### config.mk
export PLATFORM = sky130hd
export DESIGN_NAME = key_encoder_tx_flat
export DESIGN_NICKNAME = d
export VERILOG_FILES = /design/src/rtl/key_encoder_tx_if.sv /design/src/rtl/key_encoder_tx.sv /design/src/flat_wrapper.sv
export SDC_FILE = /design/constraint.sdc
export NUM_CORES = 1
export LEC_CHECK = 0
export BUFFER_PORTS_ARGS = -buffer_cell sky130_fd_sc_hd__buf_4
export CAP_MARGIN = 30
export CORE_MARGIN = 2
export CORE_UTILIZATION = 35
export CTS_BUF_LIST = sky130_fd_sc_hd__clkbuf_4 sky130_fd_sc_hd__clkbuf_8
export DETAILED_ROUTE_END_ITERATION = 8
export GPL_ROUTABILITY_DRIVEN = 0
export GPL_TIMING_DRIVEN = 1
export PLACE_DENSITY = 0.61
export SKIP_CTS_REPAIR_TIMING = 1
export SLEW_MARGIN = 20
export SYNTH_ARGS = -nofsm -noshare
export SYNTH_HDL_FRONTEND = slang
export SYNTH_SLANG_ARGS = --single-unit
### constraint.sdc
create_clock -name clk -period 5.7 [get_ports clk]
set_input_delay 1.14 -clock clk [delete_from_list [all_inputs] [get_ports clk]]
set_output_delay 1.14 -clock clk [all_outputs]
set_load 0.01 [all_outputs]
### src/rtl/key_encoder_tx_if.sv
// Byte link from the key encoder to uart_tx.
// master drives data/strobe, slave reports busy.
interface key_encoder_tx_if;
    logic [7:0] tx_data;
    logic       tx_send;
    logic       tx_busy;

    modport master (
        output tx_data,
        output tx_send,
        input  tx_busy
    );

    modport slave (
        input  tx_data,
        input  tx_send,
        output tx_busy
    );
endinterface

### src/rtl/key_encoder_tx.sv
// Six debounced buttons -> queued ASCII key bytes -> uart_tx.
// Optional macro AUTO_REPEAT_EN adds held-key auto-repeat.
module key_encoder_tx #(
    parameter int FIFO_DEPTH    = 4,
    parameter int GAP_CYCLES    = 16,
    parameter int BUSY_TIMEOUT  = 4,
    parameter int REPEAT_DELAY  = 25_000_000,
    parameter int REPEAT_PERIOD = 5_000_000
) (
    input  logic                        clk,
    input  logic                        reset,
    input  logic                        up_btn,
    input  logic                        down_btn,
    input  logic                        left_btn,
    input  logic                        right_btn,
    input  logic                        enter_btn,
    input  logic                        space_btn,
    key_encoder_tx_if.master            tx,
    output logic [$clog2(FIFO_DEPTH):0] fifo_level,
    output logic                        overflow,
    output logic                        idle
);

    localparam int AW   = $clog2(FIFO_DEPTH);
    localparam int CMAX = (GAP_CYCLES > BUSY_TIMEOUT)
                        ? GAP_CYCLES : BUSY_TIMEOUT;
    localparam int CW   = $clog2(CMAX + 1);

    generate
        if (FIFO_DEPTH < 2
            || (FIFO_DEPTH & (FIFO_DEPTH - 1)) != 0
            || GAP_CYCLES < 1 || BUSY_TIMEOUT < 1
            || REPEAT_DELAY < 1 || REPEAT_PERIOD < 1)
        begin : g_bad_param
            $error("key_encoder_tx: bad parameter");
        end
    endgenerate

    typedef enum logic [1:0] {
        S_IDLE,
        S_WAIT_HI,
        S_WAIT_LO,
        S_GAP
    } state_t;

    // bit 0 is the highest priority key
    logic [5:0] btn;
    logic [5:0] prev;
    logic [5:0] ev_q;
    logic [5:0] req;

    assign btn = {space_btn, enter_btn, right_btn,
                  left_btn, down_btn, up_btn};

    function automatic logic [7:0] encode(input logic [5:0] oh);
        logic [7:0] b;
        b = 8'h00;
        priority case (1'b1)
            oh[0]:   b = 8'h77;
            oh[1]:   b = 8'h73;
            oh[2]:   b = 8'h61;
            oh[3]:   b = 8'h64;
            oh[4]:   b = 8'h0D;
            oh[5]:   b = 8'h20;
            default: b = 8'h00;
        endcase
        return b;
    endfunction

    always_ff @(posedge clk or negedge reset) begin
        if (!reset) begin
            prev <= '0;
            ev_q <= '0;
        end else begin
            prev <= btn;
            ev_q <= btn & ~prev;
        end
    end

`ifdef AUTO_REPEAT_EN
    localparam int RMAX = (REPEAT_DELAY > REPEAT_PERIOD)
                        ? REPEAT_DELAY : REPEAT_PERIOD;
    localparam int RW   = $clog2(RMAX + 1);

    logic [5:0]    hold;
    logic [5:0]    hold_q;
    logic [5:0]    rep_sel;
    logic [RW-1:0] rcnt;
    logic [RW-1:0] rlim;
    logic          rfirst;
    logic          rep_fire;

    // lowest set bit = highest-priority held key
    assign hold = prev & (~prev + 6'd1);
    assign rlim = rfirst ? RW'(REPEAT_DELAY - 1)
                         : RW'(REPEAT_PERIOD - 1);

    always_ff @(posedge clk or negedge reset) begin
        if (!reset) begin
            hold_q   <= '0;
            rep_sel  <= '0;
            rcnt     <= '0;
            rfirst   <= 1'b1;
            rep_fire <= 1'b0;
        end else begin
            hold_q   <= hold;
            rep_fire <= 1'b0;
            if (hold != hold_q || (ev_q & hold) != '0) begin
                rcnt   <= '0;
                rfirst <= 1'b1;
            end else if (|hold) begin
                if (rcnt == rlim) begin
                    rep_fire <= 1'b1;
                    rep_sel  <= hold;
                    rcnt     <= '0;
                    rfirst   <= 1'b0;
                end else begin
                    rcnt <= rcnt + 1'b1;
                end
            end
        end
    end

    assign req = ev_q | (rep_fire ? rep_sel : 6'd0);
`else
    assign req = ev_q;
`endif

    logic [7:0]  mem [FIFO_DEPTH];
    logic [AW:0] wp;
    logic [AW:0] rp;
    logic        full;
    logic        empty;
    logic        push;
    logic        pop;
    logic        wr_ok;
    logic        multi;
    logic [7:0]  wdata;

    assign push  = |req;
    assign wdata = encode(req);
    assign multi = |(req & (req - 6'd1));
    assign empty = (wp == rp);
    assign full  = (wp[AW] != rp[AW])
                && (wp[AW-1:0] == rp[AW-1:0]);
    // a same-cycle pop frees the slot we write
    assign wr_ok = push && (!full || pop);

    always_ff @(posedge clk) begin
        if (wr_ok)
            mem[wp[AW-1:0]] <= wdata;
    end

    always_ff @(posedge clk or negedge reset) begin
        if (!reset) begin
            wp       <= '0;
            rp       <= '0;
            overflow <= 1'b0;
        end else begin
            if (wr_ok)
                wp <= wp + 1'b1;
            if (pop)
                rp <= rp + 1'b1;
            if (multi || (push && !wr_ok))
                overflow <= 1'b1;
        end
    end

    assign fifo_level = wp - rp;

    state_t        state;
    state_t        state_n;
    logic [CW-1:0] cnt;
    logic [CW-1:0] cnt_n;
    logic [7:0]    data_q;
    logic [7:0]    data_n;
    logic          send_q;
    logic          send_n;

    always_ff @(posedge clk or negedge reset) begin
        if (!reset) begin
            state  <= S_IDLE;
            cnt    <= '0;
            data_q <= '0;
            send_q <= 1'b0;
        end else begin
            state  <= state_n;
            cnt    <= cnt_n;
            data_q <= data_n;
            send_q <= send_n;
        end
    end

    always_comb begin
        state_n = state;
        cnt_n   = cnt;
        data_n  = data_q;
        send_n  = 1'b0;
        pop     = 1'b0;
        unique case (state)
            S_IDLE: begin
                if (!empty && !tx.tx_busy) begin
                    data_n  = mem[rp[AW-1:0]];
                    send_n  = 1'b1;
                    pop     = 1'b1;
                    cnt_n   = '0;
                    state_n = S_WAIT_HI;
                end
            end
            S_WAIT_HI: begin
                if (tx.tx_busy) begin
                    state_n = S_WAIT_LO;
                end else if (cnt == CW'(BUSY_TIMEOUT - 1)) begin
                    cnt_n   = '0;
                    state_n = S_GAP;
                end else begin
                    cnt_n = cnt + 1'b1;
                end
            end
            S_WAIT_LO: begin
                if (!tx.tx_busy) begin
                    cnt_n   = '0;
                    state_n = S_GAP;
                end
            end
            S_GAP: begin
                if (cnt == CW'(GAP_CYCLES - 1))
                    state_n = S_IDLE;
                else
                    cnt_n = cnt + 1'b1;
            end
            default: state_n = S_IDLE;
        endcase
    end

    assign tx.tx_data = data_q;
    assign tx.tx_send = send_q;
    assign idle       = empty && (state == S_IDLE);

endmodule

### src/flat_wrapper.sv
// flat-port wrapper written by rule: the top's interface ports become plain ports
module key_encoder_tx_flat 
#(
    parameter int FIFO_DEPTH    = 4,
    parameter int GAP_CYCLES    = 16,
    parameter int BUSY_TIMEOUT  = 4,
    parameter int REPEAT_DELAY  = 25_000_000,
    parameter int REPEAT_PERIOD = 5_000_000
)
  (clk, reset, up_btn, down_btn, left_btn, right_btn, enter_btn, space_btn, fifo_level, overflow, idle, tx_tx_data, tx_tx_send, tx_tx_busy);
  key_encoder_tx_if tx_i ();
  input  logic clk;
  input  logic reset;
  input  logic up_btn;
  input  logic down_btn;
  input  logic left_btn;
  input  logic right_btn;
  input  logic enter_btn;
  input  logic space_btn;
  output logic [$clog2(FIFO_DEPTH):0] fifo_level;
  output logic overflow;
  output logic idle;
  output wire logic [$bits(tx_i.tx_data)-1:0] tx_tx_data;
  output wire logic [$bits(tx_i.tx_send)-1:0] tx_tx_send;
  input wire logic [$bits(tx_i.tx_busy)-1:0] tx_tx_busy;
  assign tx_tx_data = tx_i.tx_data;
  assign tx_tx_send = tx_i.tx_send;
  assign tx_i.tx_busy = tx_tx_busy;
  key_encoder_tx #(.FIFO_DEPTH(FIFO_DEPTH), .GAP_CYCLES(GAP_CYCLES), .BUSY_TIMEOUT(BUSY_TIMEOUT), .REPEAT_DELAY(REPEAT_DELAY), .REPEAT_PERIOD(REPEAT_PERIOD)) u_core (.clk(clk), .reset(reset), .up_btn(up_btn), .down_btn(down_btn), .left_btn(left_btn), .right_btn(right_btn), .enter_btn(enter_btn), .space_btn(space_btn), .tx(tx_i), .fifo_level(fifo_level), .overflow(overflow), .idle(idle));
endmodule
==> results, run 1 <==
- The leakage power total is 1.25 nW.
- Across the run, the number of max-cap violations was 0.
- STA classifies the critical path startpoint as a flop.
- In this run the power density over the cells is 553 nW/um^2.
- The clock tree from TritonCTS is yes.
- The run finished with clean final reports.
- By startpoint and endpoint, the worst setup path is classified as reg2out.
- The detailed router used layers up to and including met4.
- The die outline width is 89.1 um.
- The total global routing overflow is 0.
- Relative to the synthesized area, the layout overhead comes to 18.6%.
- The type of element capturing the critical path is an output port.
- The data arrival time of the worst path is 1.93 ns.
- In this run the worst path has a maximum fanout of 9.
- The pin count of the biggest net entering global routing is 34.
- The area of the placeable core is 7140 um^2.
- The net count after synthesis is 198.
- The top flip-flop cell by instance count after synthesis is sky130_fd_sc_hd__dfrtp_1.
- Detailed placement finished with a half-perimeter wire length of 2770 um.
- For the worst-skew pair, the clock arrives at the later sink with an insertion delay of 0.33 ns.
- Setup violations remaining at the end of the flow were counted as 0.
- The path class of the tightest hold or removal check is reg2reg.
- In the global route stage, overall resource usage came out at 11.3%.
- For this run, asynchronously set or reset flops after synthesis account for 57.9%.
- Wire segments on met3 add up to 174 um in the final route.
- The floorplan has 31 rows.
- Dividing the detail-routed wire length by the instance count gives 13.1 um.
- In the final design database the tool counted 225 nets.
- The ratio of cells with drive above 1 in the final layout is 28.5%.
- The number of buffers on the longest clock path is 2.
- The setup clock skew after layout is 0.00913 ns.
- In this run the count of I/O pins placed on the die edge is 23.
- At the worst endpoint, the required time is 4.56 ns.
- The CTS buffer count is 9.
- Before CTS, the worst setup slack after placement is 2.98 ns.
- The yosys synthesis warning count is 0.
- The total die area is 7940 um^2.
- The post-synthesis instance area is 2530 um^2.
- In the finished design, the share of the clock period the worst path needs comes to 53.8%.
- The total number of clock tree sinks is 57.
- The root buffer cell chosen for the clock tree is sky130_fd_sc_hd__clkbuf_8.
- Clock-pin slew was measured on the worst setup and hold paths at 0.06 ns.
- The per-instance average area after synthesis is 14.5 um^2.
- The total count of max-transition violations in the final report came to 0.
- Headroom to the max-slew limit came out at 54.0%.
- Setup repair after global routing left no endpoint under its margin.
- The worst-margin pin slew is 0.688 ns.
- Input and output buffers added on the ports amount to 21.
- The final hold violation count is 0.
- The number of cells produced by synthesis is 175.
- After the first detailed-routing iteration, the DRC count stood at 35.
- The count of nets left with antenna violations once routing finished came out at 0.
- VDD sags by at most 0.197 mV.
- After detailed routing, the number of remaining DRC violations is 0.
- The delay contributed by the slowest stage of the critical path is 0.60 ns.
- In this run, distinct cell masters in the synthesized netlist total 46.
- For this configuration, the core starts out at a cell density of 35.5%.
- The count of vias placed by the detailed router is 1391.
- Static timing analysis puts the maximum clock frequency at 326 MHz.
- Summing the sequential cell areas from Yosys gives 61.0% of the chip area.
- The flip-flop and latch count after synthesis is 57.
- The wire length of the first global-routing pass is 6490 um.
- The number of global-route vias before repair came to 1392.
- The clock period minus final worst setup slack is 3.07 ns.
- In this run the number of H-tree levels came out at 3.
- The master of the slowest instance on the critical path is sky130_fd_sc_hd__dfrtp_1.
- The number of antenna violations at the first check in global routing is 0.
- After detailed routing, the wire length on met1 is 1780 um.
- The die is 89.1 um tall.
- The critical path goes through inv_1 -> ha_1 -> nand3_1 -> or2_1 -> inv_2 -> buf_4.
- For this block, the routed nets add up to 3990 um of wire.
- For the final routed database, the setup TNS stands at 0 ns.
- In the routed layout, each cell is associated on average with a via count of 4.55.
- The repair_antennas step left the layout with diodes totalling 0.
- The total iterations of the first detailed-routing run is 4.
- The number of enable-type register cells in the synthesized netlist is 24.
- Across all setup checks in the final design, the least slack found is 2.63 ns.
- The wire length on met2 is 1950 um.
==> where the power goes <==
group,switching [mW],leakage (nW),internal [mW]
clock,0.155,0.115,0.256
combinational,0.293,0.510,0.297
sequential,0.0888,0.622,0.570
==> synth_stat cells (all sizes together) (4+ instances only) <==
master,n,area (um^2)
nor2,4,15.0
nor2b,8,50.1
nand3,4,25.0
dfrtp,33,826
ha,13,163
o21ai,4,20.0
mux4,6,135
buf,4,25.0
inv,19,71.3
and2,5,31.3
xnor2,4,35.0
mux2,8,90.1
edfxtp,24,721
nor3,4,36.3
==> flip-flops by register name, summed over array words and instances (netlist names), 2 cells and up <==
register / flops
u_core.cnt: 5
u_core.ev_q: 6
u_core.mem: 24
u_core.prev: 6
u_core.rp: 3
u_core.state: 2
u_core.tx.tx_data: 6
u_core.wp: 3
==> layout by cell type, fill, tap and decap left out, types with 2 or more instances in the layout <==
cell type                   instances
sky130_fd_sc_hd__nor2_1             4
sky130_fd_sc_hd__o221ai_1           2
sky130_fd_sc_hd__o21ai_0            4
sky130_fd_sc_hd__mux4_2             6
sky130_fd_sc_hd__mux2_1             2
sky130_fd_sc_hd__or2_1              2
sky130_fd_sc_hd__mux2_2             6
sky130_fd_sc_hd__mux2i_1            2
sky130_fd_sc_hd__ha_1              13
sky130_fd_sc_hd__dfrtp_1           33
sky130_fd_sc_hd__nand2_1            3
sky130_fd_sc_hd__nand3_1            3
sky130_fd_sc_hd__clkbuf_4           2
sky130_fd_sc_hd__xnor2_1            4
sky130_fd_sc_hd__bufinv_16          2
sky130_fd_sc_hd__clkinv_2           2
sky130_fd_sc_hd__o22ai_1            2
sky130_fd_sc_hd__xor2_1             3
sky130_fd_sc_hd__inv_1             18
sky130_fd_sc_hd__nor2b_1            8
sky130_fd_sc_hd__buf_4             21
sky130_fd_sc_hd__edfxtp_1          24
sky130_fd_sc_hd__clkbuf_8           9
sky130_fd_sc_hd__nand2b_1           2
sky130_fd_sc_hd__nor3_1             2
sky130_fd_sc_hd__and2_1             5
==> cells by family after synthesis <==
group / count (synthesis) / synth area share, %
xor+xnor: 7 / 2.42
flops: 57 / 61.0
buf+inv: 24 / 3.95
fa+ha+maj: 15 / 7.61
simple gates: 34 / 8.49
other cells: 1 / 0.148
compound gates: 21 / 6.67
mux: 16 / 9.68
==> path summary, 6_finish.rpt <==
| kind | slack [ns] | to | depth (start not counted) | from |
|---|---|---|---|---|
| min in group asynchronous | 0.73 | u_core.tx.tx_data[6]$_DFFE_PN0P_ | 1 | reset |
| setup / recovery | 2.63 | idle | 6 | u_core.rp[1]$_DFFE_PN0P_ |
| hold / removal | 0.39 | u_core.ev_q[4]$_DFF_PN0_ | 1 | u_core.prev[4]$_DFF_PN0_ |
| setup reg to reg | 3.48 | u_core.mem[3][2]$_DFFE_PP_ | 5 | u_core.rp[1]$_DFFE_PN0P_ |
| hold reg to reg | 0.39 | u_core.ev_q[4]$_DFF_PN0_ | 1 | u_core.prev[4]$_DFF_PN0_ |
| max in group asynchronous | 4.66 | u_core.wp[0]$_DFFE_PN0P_ | 1 | reset |
==> cell type report <==
type	instances	area, um^2
fill	697	4130
sequential	57	1550
multi-input combinational	94	887
timing repair buffer	21	158
clock buffer	11	139
tap	99	124
clock inverter	5	78.8
inverter	19	71.3
==> per-stage QoR <==
stage	instance area, um^2	hold WS, ns	power [mW]	instances	utilization (%)
2_1_floorplan	2530	0.378	1.07	175	-
3_3_place_gp	2790	0.382	1.26	290	39.0
3_5_place_dp	2790	0.383	1.27	290	39.0
4_1_cts	3000	0.392	1.69	306	42.1
5_1_grt	3000	0.404	1.79	306	42.1
6_report	3000	0.391	1.66	306	42.1
==> routing by layer <==
| metal | up-vias | GRT usage [%] |
|---|---|---|
| met3 | 7 | 4.71 |
| met4 | 0 | 5.70 |
| met2 | 28 | 17.6 |
| met5 | - | 0 |
| li1 | 671 | - |
| met1 | 685 | 13.6 |
==> worst max-delay path: cells and delay by family (launching register included) <==
| family | cells | cell delay, ns |
|---|---|---|
| adder cells (fa/ha/maj) | 1 | 0.32 |
| AND/OR/NAND/NOR | 2 | 0.33 |
| flip-flops | 1 | 0.60 |
| buffers and inverters | 3 | 0.34 |
(Power assumes the default switching activity.)
==> inputs of run 2 (changes only) <==
--- a/config.mk
+++ b/config.mk
@@ -13,7 +13,7 @@
 export DETAILED_ROUTE_END_ITERATION = 8
 export GPL_ROUTABILITY_DRIVEN = 0
 export GPL_TIMING_DRIVEN = 1
-export PLACE_DENSITY = 0.61
+export PLACE_DENSITY = 0.63
 export SKIP_CTS_REPAIR_TIMING = 1
 export SLEW_MARGIN = 20
 export SYNTH_ARGS = -nofsm -noshare
==> constraint.sdc (replaced) <==
create_clock -name clk -period 2.6 [get_ports clk]
set_input_delay 0.52 -clock clk [delete_from_list [all_inputs] [get_ports clk]]
set_output_delay 0.52 -clock clk [all_outputs]
set_load 0.01 [all_outputs]
==> run 2 against run 1 <==
  * Critical path depth unchanged
  * Die area unchanged
  * Critical path type unchanged
  * Sequential power up 110%
  * Setup slack worse by 2.4 ns
  * Final area down 0.33%
  * Combinational power up 120%
  * Sequential share of layout area up 0.17 points
  * Register-to-register slack worse by 3.0 ns
  * Global-route usage about the same
  * Total power up 110%
  * Highest routed layer unchanged
==> results, run 2 (synthesized netlist as in run 1, its figures left out) <==
- Summed over all nets, the switching power comes to 1.15 mW.
- OpenSTA, run right after detailed placement, puts the worst setup slack at 0.475 ns.
- The largest single stage delay on the critical path is 0.57 ns.
- The final worst-path setup slack is 0.190 ns.
- In the layout the commonest cells are 33 x sky130_fd_sc_hd__dfrtp_1, 24 x sky130_fd_sc_hd__edfxtp_1, 22 x sky130_fd_sc_hd__buf_4, 18 x sky130_fd_sc_hd__inv_1, 13 x sky130_fd_sc_hd__ha_1.
- In this run the worst hold path is classified as in2async.
- Relative to the synthesized area, the layout overhead comes to 18.2%.
- The total number of clock tree sinks is 57.
- The critical path required time is 2.08 ns.
- The pin count of the biggest net entering global routing is 34.
- The proportion of power drawn by the clock network is 22.8%.
- 23 I/O pins were placed.
- After clock tree synthesis, the clock-pin slew on the worst setup and hold paths is 0.07 ns.
- The total negative slack is 0 ns.
- The number of antenna cells inserted is 0.
- The final hold violation count was 0.
- The internal power of the cells totals 2.39 mW.
- The total routing resource utilization after global routing is 11.3%.
- After detailed routing, the average wire length per cell comes to 12.4 um.
- The core region is 7140 um^2.
- The H-tree generated during clock tree synthesis spans 3 levels.
- The total detailed-routing wirelength is 3820 um.
- The ratio of cells with drive above 1 in the final layout is 28.4%.
- The number of antenna violations at the first check in global routing came to 0.
- The total global routing overflow is 0.
- The clock tree from TritonCTS is yes.
- In this run, flip-flops and latches consume 39.8% of the power.
- Once the floorplan was initialized, standard cells occupied 35.5% of the core.
- The half-perimeter wire length after detailed placement is 2800 um.
- The starting DRC count in detailed routing is 59.
- The type of element capturing the critical path is an output port.
- The number of global-route vias before repair is 1413.
- For this run, the post-layout net count is 226.
- At the pin with the least slew margin, the transition time is 0.599 ns.
- Setup violations remaining at the end of the flow were counted as 0.
- The count of vias placed by the detailed router is 1370.
- The floorplan step set the die width to 89.1 um.
- The largest delay contributor family on the critical path is flip-flops.
- The final critical path takes up 92.7% of the cycle.
- The top fanout value on the critical path is 9.
- For this run, design rule violations remaining after detail routing come to 0.
- The total count of max-transition violations in the final report came to 0.
- In this run, CTS created clock tree buffers numbering 9.
- No sink is reached through more buffers than the 2 on the longest clock path.
- Of the total power, the share spent switching nets is 32.5%.
- The cell at the root of the clock tree is sky130_fd_sc_hd__clkbuf_8.
- The buffering stage count on the worst path with inverters included is 3.
- The initialized floorplan defines 31 standard-cell rows.
- The number of max-cap violations is 0.
- Counting I/O delays and the setup requirement, the final critical path takes 2.41 ns.
- Leaving out fill and tap cells, the most frequent cell in the layout is sky130_fd_sc_hd__dfrtp_1.
- The final core area utilization is 42.0%.
- The register with the most flip-flops in the layout has 24 of them.
- The signal on the critical path passes through inv_1 -> ha_1 -> nand3_1 -> or2_1 -> inv_2 -> buf_4.
- Setup repair after global routing left no endpoint under its margin.
- The flow ran to the end, and the final reports show no timing, DRC or antenna violations.
- The master of the slowest instance on the critical path is sky130_fd_sc_hd__dfrtp_1.
- The data arrival time of the worst path is 1.89 ns.
- The number of port buffers is 21.
- The share of total power in combinational logic is 37.3%.
- The critical path in this run is classified as reg2out.
- The max-slew headroom at the worst pin is 59.7%.
- The floorplan step defined a die boundary enclosing 7940 um^2.
- Static timing analysis puts the maximum clock frequency at 415 MHz.
- Dividing total power by cell area gives a power density of 1180 nW/um^2.
- The clock network latency to the later pin of the worst-skew pair is 0.34 ns.
- STA classifies the critical path startpoint as a flop.
- The first global-routing pass estimated 6560 um of wire.
- From bottom edge to top edge, the die measures 89.1 um.
- Across the VDD grid, the largest voltage drop is 0.627 mV.
- The remaining antenna violation count after routing is 0.
- The analysis attributes to cell leakage a power of 1.24 nW.
- The total iterations of the first detailed-routing run is 4.
- Using the TritonRoute via totals, the vias-per-cell ratio works out to 4.46.
- The clock arrives with 0.00747 ns of skew.
run 2: final timing paths:
path	from	end	slack [ns]	cells past startpoint
setup / recovery	u_core.rp[1]$_DFFE_PN0P_	idle	0.19	6
hold / removal	reset	u_core.tx.tx_data[5]$_DFFE_PN0P_	0.11	1
setup reg to reg	u_core.rp[1]$_DFFE_PN0P_	u_core.mem[2][0]$_DFFE_PP_	0.49	6
hold reg to reg	u_core.prev[5]$_DFF_PN0_	u_core.ev_q[5]$_DFF_PN0_	0.39	1
max in group asynchronous	reset	u_core.state[1]$_DFFE_PN0P_	2.18	1
min in group clk	left_btn	u_core.prev[2]$_DFF_PN0_	0.30	1
run 2: layout make-up:
type / count / area [um^2]
sequential: 57 / 1550
clock buffer: 11 / 145
clock inverter: 5 / 55.1
tap: 99 / 124
timing repair buffer: 22 / 165
multi-input combinational: 94 / 887
inverter: 19 / 71.3
fill: 695 / 4140
run 2: power by group through the flow:
stage               Combinational (mW)  Sequential [mW]  Clock, mW
detailed placement                1.34             1.44          0
global route                      1.51             1.45      0.881
finish                            1.32             1.41      0.809
CTS                               1.35             1.42      0.840
global placement                  1.31             1.43          0
floorplan                        0.949             1.40          0
run 2: metrics by stage:
step | total power, mW | std cells | hold slack [ns] | cell area (um^2)
finish | 3.54 | 307 | 0.111 | 2990
global route | 3.84 | 307 | 0.123 | 2990
global placement | 2.75 | 291 | 0.382 | 2790
CTS | 3.61 | 307 | 0.113 | 2990
floorplan | 2.35 | 175 | 0.224 | 2530
detailed placement | 2.78 | 291 | 0.383 | 2790
run 2: layer usage:
metal | routed length [um] | GRT usage, % | up-vias
li1 | - | - | 672
met1 | 1760 | 14.4 | 663
met2 | 1820 | 16.5 | 27
met4 | 70 | 4.48 | 0
met3 | 173 | 5.82 | 8
met5 | 0 | 0 | -
